`src/rtl/firebird7_in_gate2_ijtag_csu_seq.sv`:
```
// IJTAG CSU access sequencer: one request runs CAPTURE, SHIFT (eff_len cycles), UPDATE, then holds the response.
// Optional access counter output enabled by macro FIREBIRD7_CSU_SEQ_ACCESS_CNT_EN.
module firebird7_in_gate2_ijtag_csu_seq #(
  parameter int DATA_W = 32,
  parameter int LEN_W  = 6
) (
  input  logic              ijtag_tck,
  input  logic              ijtag_reset,
  input  logic              req_valid,
  output logic              req_ready,
  input  logic [LEN_W-1:0]  req_len,
  input  logic [DATA_W-1:0] req_data,
  output logic              resp_valid,
  input  logic              resp_ready,
  output logic [DATA_W-1:0] resp_data,
  output logic              ijtag_sel,
  output logic              ijtag_ce,
  output logic              ijtag_se,
  output logic              ijtag_ue,
  output logic              ijtag_si,
  input  logic              ijtag_so
`ifdef FIREBIRD7_CSU_SEQ_ACCESS_CNT_EN
  ,
  output logic [15:0]       access_cnt
`endif
);

  localparam int CNT_W = $clog2(DATA_W + 1);

  typedef enum logic [2:0] {IDLE, CAPTURE, SHIFT, UPDATE, RESP} state_t;

  state_t            state_reg;
  logic [DATA_W-1:0] data_reg;
  logic [DATA_W-1:0] mask_reg;
  logic [CNT_W-1:0]  len_reg;
  logic [CNT_W-1:0]  cnt_reg;
  logic [CNT_W-1:0]  eff_len;

  always_comb begin
    eff_len = (int'(req_len) > DATA_W) ? CNT_W'(DATA_W) : CNT_W'(req_len);
  end

  // data_reg shifts right so si always comes from bit 0; mask_reg marks the resp_data bit of the current shift cycle
  always_ff @(posedge ijtag_tck or negedge ijtag_reset) begin
    if (!ijtag_reset) begin
      state_reg  <= IDLE;
      req_ready  <= 1'b1;
      resp_valid <= 1'b0;
      resp_data  <= '0;
      ijtag_sel  <= 1'b0;
      ijtag_ce   <= 1'b0;
      ijtag_se   <= 1'b0;
      ijtag_ue   <= 1'b0;
      ijtag_si   <= 1'b0;
      data_reg   <= '0;
      mask_reg   <= '0;
      len_reg    <= '0;
      cnt_reg    <= '0;
    end else begin
      case (state_reg)
        IDLE: begin
          if (req_valid) begin
            data_reg  <= req_data;
            len_reg   <= eff_len;
            cnt_reg   <= '0;
            mask_reg  <= DATA_W'(1);
            resp_data <= '0;
            req_ready <= 1'b0;
            ijtag_sel <= 1'b1;
            ijtag_ce  <= 1'b1;
            state_reg <= CAPTURE;
          end
        end
        CAPTURE: begin
          ijtag_ce <= 1'b0;
          if (len_reg != '0) begin
            ijtag_se  <= 1'b1;
            ijtag_si  <= data_reg[0];
            data_reg  <= data_reg >> 1;
            state_reg <= SHIFT;
          end else begin
            ijtag_ue  <= 1'b1;
            state_reg <= UPDATE;
          end
        end
        SHIFT: begin
          resp_data <= resp_data | (ijtag_so ? mask_reg : '0);
          mask_reg  <= mask_reg << 1;
          if (cnt_reg + CNT_W'(1) == len_reg) begin
            ijtag_se  <= 1'b0;
            ijtag_si  <= 1'b0;
            ijtag_ue  <= 1'b1;
            state_reg <= UPDATE;
          end else begin
            cnt_reg  <= cnt_reg + CNT_W'(1);
            ijtag_si <= data_reg[0];
            data_reg <= data_reg >> 1;
          end
        end
        UPDATE: begin
          ijtag_ue   <= 1'b0;
          ijtag_sel  <= 1'b0;
          resp_valid <= 1'b1;
          state_reg  <= RESP;
        end
        RESP: begin
          if (resp_ready) begin
            resp_valid <= 1'b0;
            req_ready  <= 1'b1;
            state_reg  <= IDLE;
          end
        end
        default: begin
          state_reg <= IDLE;
          req_ready <= 1'b1;
        end
      endcase
    end
  end

`ifdef FIREBIRD7_CSU_SEQ_ACCESS_CNT_EN
  logic [15:0] access_cnt_reg;

  always_ff @(posedge ijtag_tck or negedge ijtag_reset) begin
    if (!ijtag_reset) begin
      access_cnt_reg <= '0;
    end else if (state_reg == RESP && resp_ready && access_cnt_reg != 16'hFFFF) begin
      access_cnt_reg <= access_cnt_reg + 16'd1;
    end
  end

  assign access_cnt = access_cnt_reg;
`endif

endmodule

```
`config.mk`:
```
export PLATFORM = sky130hd
export DESIGN_NAME = firebird7_in_gate2_ijtag_csu_seq
export DESIGN_NICKNAME = d
export VERILOG_FILES = /design/src/rtl/firebird7_in_gate2_ijtag_csu_seq.sv
export SDC_FILE = /design/constraint.sdc
export NUM_CORES = 1
export LEC_CHECK = 0
export BUFFER_PORTS_ARGS = -buffer_cell sky130_fd_sc_hd__buf_2
export CAP_MARGIN = 20
export CORE_MARGIN = 2
export CORE_UTILIZATION = 40
export DETAILED_ROUTE_END_ITERATION = 10
export SLEW_MARGIN = 5
export SYNTH_ARGS = -nofsm -noshare
export SYNTH_HDL_FRONTEND = slang
export SYNTH_SLANG_ARGS = --single-unit
```
`constraint.sdc`:
```
create_clock -name ijtag_tck -period 2.5 [get_ports ijtag_tck]
set_input_delay 0.25 -clock ijtag_tck [delete_from_list [all_inputs] [get_ports ijtag_tck]]
set_output_delay 0.25 -clock ijtag_tck [all_outputs]
set_load 0.1 [all_outputs]
```
Word level (Yosys, flattened, before mapping):

Index checks and enable logic that the tools add are counted.

* add/sub/neg operators: 1
* $lt $le $gt $ge: 1
* eq/ne operators: 11
* mux-type cells: 35
* bitwise logic cells: 2
* reduce and logical (&&, ||, !) cells: 22

Operators with widths (count)
* two-way mux 32 bit: 6
* one-hot mux 32 bit (2 select lines): 2
* one-hot mux 32 bit (3 select lines): 1
* bitwise OR 32 bit: 1
* two-way mux 6 bit: 3
* one-hot mux 3 bit (5 select lines): 1
* AND reduction 3 bit: 5
* != test 2 bit, second input constant: 6
* one-hot mux 6 bit (2 select lines): 1
* AND reduction 2 bit: 6
* two-way mux 1 bit: 11
* one-hot mux 1 bit (2 select lines): 5
* nonzero test 2 bit: 5
* two-way mux 3 bit: 3
* adder 6 x 1 -> 6 bit, second input constant: 1
* == test 3 x 2 -> 1 bit, second input constant: 2
* == test 6 bit: 1
* > comparator 6 bit, second input constant: 1
* one-hot mux 1 bit (3 select lines): 2
* nonzero test 3 bit: 2
* nonzero test 6 bit: 1
* AND reduction 4 bit: 1
* == test 3 x 1 -> 1 bit, second input constant: 1
* == test 3 bit, second input constant: 1
* other kinds (3): 3

* flip-flop bits (word level): 118
* bits of input ports: 43
* output and inout port bits: 39
* word-level logic and storage cells: 85

Depth between registers and ports, before layout:

Gate-level depths: netlist of the first run.

* depth after elaboration: 4
* depth in mapped cells: 9
* gate-level depth less buffers: 7

Least setup slack after synthesis of the first run:

OpenSTA, ideal clock, no wires.

* path type: register -> register
* start point: reg cnt_reg[0]
* end point: reg data_reg[10]
* setup time: 0.125 ns
* arrival: 2.460 ns
* required time: 2.375 ns
* path slack: -0.085 ns
* cell stages (with the launch flop): 10
* path buffers: 2
* period minus slack after synthesis: 2.585 ns
* cells stage by stage: dfrtp_1 -> ha_1 -> xor2_1 -> a211oi_2 -> o221ai_2 -> or3_1 -> buf_6 -> o21ai_4 -> buf_12 -> mux2_4

* cells in the longest elaborated chain, start to end: 4

Ends and longest elaborated chain
* start: declaration: line 36 `logic [CNT_W-1:0] cnt_reg;`
* start signal: assignment: line 95 `cnt_reg <= cnt_reg + CNT_W'(1);`
* adder 6 x 1 -> 6 bit: line 89 `if (cnt_reg + CNT_W'(1) == len_reg) begin`
* == test 6 bit: line 89
* != test 2 bit (no line)
* AND reduction 4 bit (no line)
* end signal: assignment: line 63 `data_reg <= req_data;`
* end signal: assignment: line 79 `data_reg <= data_reg >> 1;`
* end signal: assignment: line 97 `data_reg <= data_reg >> 1;`
* end: declaration: line 33 `logic [DATA_W-1:0] data_reg;`

Every way passes these cells.
A chain may end at the register's enable or synchronous reset.

Worst setup path in the final report of the first run:

* start point: reg cnt_reg[1]
* end point: reg data_reg[11]

Same word-level chain as after synthesis.

==> results of run 1 <==
## cell usage after synthesis, types with 3 or more instances
library cell and instances:
nand2b_1 6, a21oi_1 13, inv_1 4, nor3_1 6, clkbuf_1 22, mux2_4 29, buf_12 3, xnor2_1 3
nand2_1 21, mux2_2 33, nor2_1 18, dfrtp_1 117, nor3b_1 3, o21ai_0 10, a22o_1 64, nand3_1 5
## routing by layer
layer	GRT usage (%)	up-vias	wire length, µm
li1	-	1646	-
met1	23.06	1786	5202
met3	3.924	8	358
met4	6.928	0	134
met2	25.51	63	5576
met5	0	-	0
## kinds of logic (layout without fill, tap and decap cells)
family	after synthesis	after routing	synth area share, %
buf+inv	32	144	3.464
simple gates	68	68	6.207
fa+ha+maj	1	1	0.2405
mux	63	63	15.71
compound gates	104	104	16.00
flops	118	118	56.80
xor+xnor	7	7	1.588
## critical path, delay by kind of cell, from the launching register on
family	cells	cell delay, ns
compound gates	3	0.44
simple gates	1	0.40
buf+inv	2	0.30
fa+ha+maj	1	0.25
xor+xnor	1	0.16
flops	1	0.40
mux	1	0.30
## worst paths after layout
path                                        startpoint                       end  slack, ns  depth (start not counted)
min in group asynchronous                  ijtag_reset  resp_data[2]$_DFFE_PN0P_       0.36                          2
worst min register to register   req_ready$_DFFE_PN1P_     req_ready$_DFFE_PN1P_       0.47                          2
worst max-delay path            cnt_reg[1]$_DFFE_PN0P_  data_reg[11]$_DFFE_PN0P_       0.12                          9
worst min-delay path                      req_data[31]  data_reg[31]$_DFFE_PN0P_        0.1                          2
max in group asynchronous                  ijtag_reset   data_reg[9]$_DFFE_PN0P_       1.49                          3
worst max register to register  cnt_reg[1]$_DFFE_PN0P_  data_reg[11]$_DFFE_PN0P_       0.12                          9
## placed cells by master, fill, tap and decap left out, drive strengths merged, types with 4 or more instances in the layout
master      n
nand3       5
nand2b      6
o21ai      11
dfrtp     117
a21oi      13
nor3        6
bufinv      5
clkinvlp    4
nand2      21
buf       106
inv         5
a22o       64
nor2       18
clkbuf     21
mux2       62
## timing repair
action                                 CTS  global route
setup buffers                            0             3
gates resized for setup                  1             2
setup endpoints to repair                1            29
endpoints found under the hold margin   33             0
hold buffers                             1             0
pin swaps                                0             1
gates cloned                             0             2
## cell type report
| type | instances | area (µm²) |
|---|---|---|
| Sequential cell | 118 | 2955 |
| Inverter | 4 | 15.01 |
| Clock buffer | 20 | 456.7 |
| Timing Repair Buffer | 108 | 704.4 |
| Tap cell | 172 | 215.2 |
| Clock inverter | 12 | 198.9 |
| Fill cell | 1116 | 6036 |
| Multi-Input combinational cell | 243 | 2090 |
## per-stage QoR
step	instance area (µm²)	setup WS, ns	power [mW]	std cells	utilization (%)
3_5_place_dp	5886	0.02196	7.609	639	46.45
3_3_place_gp	5886	0.05409	7.483	639	46.45
6_report	6635	0.1169	10.55	677	52.36
4_1_cts	6555	0.01011	10.34	672	51.73
5_1_grt	6635	0.006402	11.13	677	52.36
2_1_floorplan	5215	0.03174	6.770	393	-
## power breakdown
part | switching [mW] | internal (mW) | total (mW) | leakage (nW)
combinational | 2.57 | 2.38 | 4.95 | 1.40
clock | 0.841 | 1.82 | 2.66 | 0.309
sequential | 0.447 | 2.49 | 2.94 | 1.54
total | 3.86 | 6.69 | 10.6 | 3.25
==> impl_results.md, run 1 <==
* Post-synth EDFFs at 0
* Synthesis-stage register bit count at 118
* CTS Buffer Depth at 2
* FP Rows at 41
* Largest net degree at the start of global routing at 51
* Synth area leaders: dfrtp_1 (56%), a22o_1 (11%), mux2_4 (8.4%)
* Layout Area Growth over Synthesis at 27.57%
* Fin. max-slew vios at 0
* GR Util All Layers at 16.75%
* Netlist cell types at 47
* Status: complete, no violations
* Worst hold slack at 0.09681 ns
* CTS root buf: clkbuf_16
* Async SR Flop Fraction at 100.0%
* Clk_lat worst skew at 0.40 ns
* CP most frequent cell: buf_12
* Die Ht at 118.0 µm
* Drt first pass iters at 4
* Power Dens Cells at 1590 nW/µm²
* CTS sink count at 118
* Hold Path Class: in -> reg
* Max-Cap Viols at 0
* Crit start category: flop
* Setup CP Type: reg -> reg
* Post-Syn Nets at 437
* Post-route ant nets at 0
* Rel. slew slack at 65.36%
* Seq/Total Area, Yosys at 56.80%
* Remaining DRCs at 0
* TritonCTS clock tree: built
* H-tree depth at 4
* Area leader, netlist: dfrtp_1
* Final min period at 2.383 ns
* Clock skew at 0.01300 ns
* First-pass GRT wire length at 18660 µm
* Cell Chain, Critical Path: ha_4 -> xor2_1 -> a211oi_2 -> o221ai_2 -> or3_4 -> o21ai_4 -> buf_12 -> buf_12 -> mux2_4
* Initial antenna violation count at 0
* Synthesized area at 5201 µm²
* Die ar. at 13930 µm²
* Num CTS Buffers at 17
* Initial Util at 41.05%
* Critical Path AT at 2.66 ns
* Syn. warnings at 0
* I/O pin total at 82
* Lkg Pwr at 3.249 nW
* Core Region at 12670 µm²
* Most common flop cell mapped by yosys: dfrtp_1
* Routed vias at 3503
* Synth top area share at 56.29%
* Worst-path clk slew at 0.05 ns
* Via/cell ratio at 5.174
* Avg Cell Area, Syn at 13.23 µm²
* RSZ-0062 raised after global routing: no
* Ant diodes at 0
* Max IR drop VDD at 0.6639 mV
* Final setup fails at 0
* RePlAce Congestion at 0.7666
* Max Freq at 419.6 MHz
* Max FO, Critical Path at 11
* Endpoint class of the critical path: flop
* Final hold vios at 0
* Grt ovf at 0
* Critical path's slowest cell: dfrtp_1
* Worst Max-Slew Pin Slew at 0.5197 ns
* Total wire length at 11270 µm
* Die Width at 118.0 µm
* Max stage delay on crit path at 0.40 ns
* Nets at 536
* WP data required at 2.78 ns
* Period utilization at 95.32%
* Port buffer count at 81
* Layout cells sized above 1 at 42.18%
* Setup TNS at 0 ns
* Mean routed wirelength per cell at 16.65 µm
* Mapped Cells at 393
* Hpwl dp at 7021 µm
* DR iter-0 viols at 298
* Vias in the first global route at 3630
(Power assumes the default switching activity.)
==> run 2: changes to the inputs <==
--- a/config.mk
+++ b/config.mk
@@ -8,7 +8,7 @@
 export BUFFER_PORTS_ARGS = -buffer_cell sky130_fd_sc_hd__buf_2
 export CAP_MARGIN = 20
 export CORE_MARGIN = 2
-export CORE_UTILIZATION = 40
+export CORE_UTILIZATION = 35
 export DETAILED_ROUTE_END_ITERATION = 10
 export SLEW_MARGIN = 5
 export SYNTH_ARGS = -nofsm -noshare
==> constraint.sdc (replaced) <==
create_clock -name ijtag_tck -period 2.5 [get_ports ijtag_tck]
set_input_delay 0 -clock ijtag_tck [delete_from_list [all_inputs] [get_ports ijtag_tck]]
set_output_delay 0 -clock ijtag_tck [all_outputs]
set_load 0.1 [all_outputs]
==> impl_results.md, run 2 (synthesized netlist as in run 1, its figures left out) <==
* Total wire length at 12340 µm (was 11270 µm)
* Initial Util at 35.79% (was 41.05%)
* Drt first pass iters at 4 (unchanged)
* Setup TNS at 0 ns (unchanged)
* Worst-path clk slew at 0.05 ns (about the same)
* WP data required at 2.79 ns (was 2.78 ns)
* Endpoint class of the critical path: flop (unchanged)
* DR iter-0 viols at 208 (was 298)
* Lkg Pwr at 3.447 nW (was 3.249 nW)
* Die Width at 125.9 µm (was 118.0 µm)
* Period utilization at 97.99% (was 95.32%)
* Die ar. at 15850 µm² (was 13930 µm²)
* Clk_lat worst skew at 0.41 ns (was 0.40 ns)
* Die Ht at 125.9 µm (was 118.0 µm)
* Fin. max-slew vios at 0 (unchanged)
* Commonest non-fill, non-tap cell in the layout: dfrtp_1 (unchanged)
* Final min period at 2.450 ns (was 2.383 ns)
* Cell Chain, Critical Path: ha_4 -> xor2_2 -> a211oi_2 -> o221ai_2 -> or3_4 -> o21ai_4 -> buf_12 -> clkbuf_16 -> mux2_4 (was ha_4 -> xor2_1 -> a211oi_2 -> o221ai_2 -> or3_4 -> o21ai_4 -> buf_12 -> buf_12 -> mux2_4)
* GR Util All Layers at 15.91% (was 16.75%)
* Critical Path AT at 2.74 ns (was 2.66 ns)
* Psw at 3.945 mW (was 3.861 mW)
* Port buffer count at 81 (unchanged)
* Sequential Power Share at 27.2% (was 27.8%)
* Worst Max-Slew Pin Slew at 0.8025 ns (was 0.5197 ns)
* RR Startpoint: cnt_reg[0]$_DFFE_PN0P_ (was cnt_reg[1]$_DFFE_PN0P_)
* Routed vias at 3712 (was 3503)
* TritonCTS clock tree: built (unchanged)
* Clock Power Share at 25.2% (about the same)
* Post-route ant nets at 0 (unchanged)
* Cell Int Power at 6.838 mW (was 6.692 mW)
* R2R setup slack at 0.05 ns (was 0.12 ns)
* First-pass GRT wire length at 20180 µm (was 18660 µm)
* Max stage delay on crit path at 0.42 ns (was 0.40 ns)
* Clock skew at 0.01024 ns (was 0.01300 ns)
* Remaining DRCs at 0 (unchanged)
* Nets at 578 (was 536)
* FP Rows at 44 (was 41)
* Crit start category: flop (unchanged)
* Max FO, Critical Path at 6 (was 11)
* Mean routed wirelength per cell at 16.88 µm (was 16.65 µm)
* Crit path from: cnt_reg[0]$_DFFE_PN0P_ (was cnt_reg[1]$_DFFE_PN0P_)
* Grt ovf at 0 (unchanged)
* Final setup fails at 0 (unchanged)
* Commonest cells after routing, fill and taps aside: dfrtp_1 (116), buf_2 (80), a22o_1 (64) (unchanged)
* Max IR drop VDD at 0.6757 mV (was 0.6639 mV)
* Final hold vios at 0 (unchanged)
* Ant diodes at 0 (unchanged)
* H-tree depth at 4 (unchanged)
* Hpwl dp at 7340 µm (was 7021 µm)
* Critical path's slowest cell: dfrtp_2 (was dfrtp_1)
* Hold Path Class: in -> async (was in -> reg)
* Switching share of power at 36.58% (about the same)
* Num CTS Buffers at 17 (unchanged)
* Worst R2R Path Depth at 9 (unchanged)
* CTS sink count at 118 (unchanged)
* Layout cells sized above 1 at 38.76% (was 42.18%)
* Power Dens Cells at 1520 nW/µm² (was 1590 nW/µm²)
* Worst hold slack at 0.2258 ns (was 0.09681 ns)
* Initial antenna violation count at 0 (unchanged)
* Crit path to: data_reg[17]$_DFFE_PN0P_ (was data_reg[11]$_DFFE_PN0P_)
* Via/cell ratio at 5.078 (was 5.174)
* CTS root buf: clkbuf_16 (unchanged)
* Rel. slew slack at 46.50% (was 65.36%)
* Vias in the first global route at 3947 (was 3630)
* Status: complete, no violations (unchanged)
* RSZ-0062 raised after global routing: yes (was no)
* Max Freq at 408.2 MHz (was 419.6 MHz)
* I/O pin total at 82 (unchanged)
* Layout Area Growth over Synthesis at 36.40% (was 27.57%)
* Setup CP Type: reg -> reg (unchanged)
* CTS Buffer Depth at 2 (unchanged)
* Max-Cap Viols at 0 (unchanged)
* Largest net degree at the start of global routing at 63 (was 51)
* RePlAce Congestion at 0.7274 (was 0.7666)
* Reg2reg end: data_reg[17]$_DFFE_PN0P_ (was data_reg[11]$_DFFE_PN0P_)
* Core Region at 14530 µm² (was 12670 µm²)
* Comb pwr share at 47.7% (was 46.9%)
-- run 2: metal layers --
layer,GRT usage (%),vias to the layer above,part of all wire [%]
met5,0,-,0
met4,6.464,0,2.0
met3,3.526,19,3.2
met2,25.27,55,48
met1,21.24,1907,47
li1,-,1731,-
-- run 2: worst max-delay path, delay by kind of cell (launching register included) --
| family | cells | cell delay, ns |
|---|---|---|
| mux | 1 | 0.29 |
| compound gates | 3 | 0.53 |
| buf+inv | 2 | 0.32 |
| fa+ha+maj | 1 | 0.26 |
| simple gates | 1 | 0.37 |
| flops | 1 | 0.42 |
| xor+xnor | 1 | 0.15 |
-- run 2: stage by stage --
step	cell area, µm²	utilization, %	instances	worst slack (ns)	power (mW)
after CTS	6982	48.04	727	0.01812	10.39
final	7094	48.81	731	0.05025	10.78
after global routing	7094	48.81	731	-0.02541	11.32
after detailed placement	5876	40.43	651	0.003684	7.600
after floorplan	5215	-	393	0.03174	6.770
after global placement	5876	40.43	651	0.07734	7.442
-- run 2: how the worst min path moves through the flow --
stage                            from                  endpoint  slack, ns  cells after the start
after floorplan           ijtag_reset    cnt_reg[0]$_DFFE_PN0P_      -0.30                      0
after global placement    ijtag_reset  resp_data[2]$_DFFE_PN0P_       0.13                      1
after detailed placement  ijtag_reset  resp_data[2]$_DFFE_PN0P_       0.13                      1
after CTS                 ijtag_reset  resp_data[2]$_DFFE_PN0P_       0.25                      2
after global routing      ijtag_reset  resp_data[2]$_DFFE_PN0P_       0.31                      2
final                     ijtag_reset  resp_data[2]$_DFFE_PN0P_       0.23                      2
-- run 2: area by class of cell --
class,count,area (µm²)
fill,1295,7440
sequential,118,2955
multi-input combinational,243,2105
clock inverter,9,172.7
inverter,4,15.01
clock buffer,23,488.0
timing repair buffer,150,1129
tap,184,230.2
-- run 2: power groups by stage --
stage	Sequential [mW]	Clock, mW	Combinational (mW)
CTS	2.92	2.74	4.73
floorplan	3.56	0	3.21
global route	3.00	2.84	5.48
detailed placement	2.94	0	4.66
global placement	2.92	0	4.52
finish	2.93	2.72	5.14
-- run 2: repair_timing --
| action | CTS | global route |
|---|---|---|
| setup buffers | 0 | 1 |
| endpoints found under the hold margin | 101 | 0 |
| pin swaps | 0 | 5 |
| gates resized for setup | 1 | 7 |
| setup endpoints to repair | 21 | 30 |
| gates cloned | 0 | 3 |
| hold buffers | 44 | 0 |
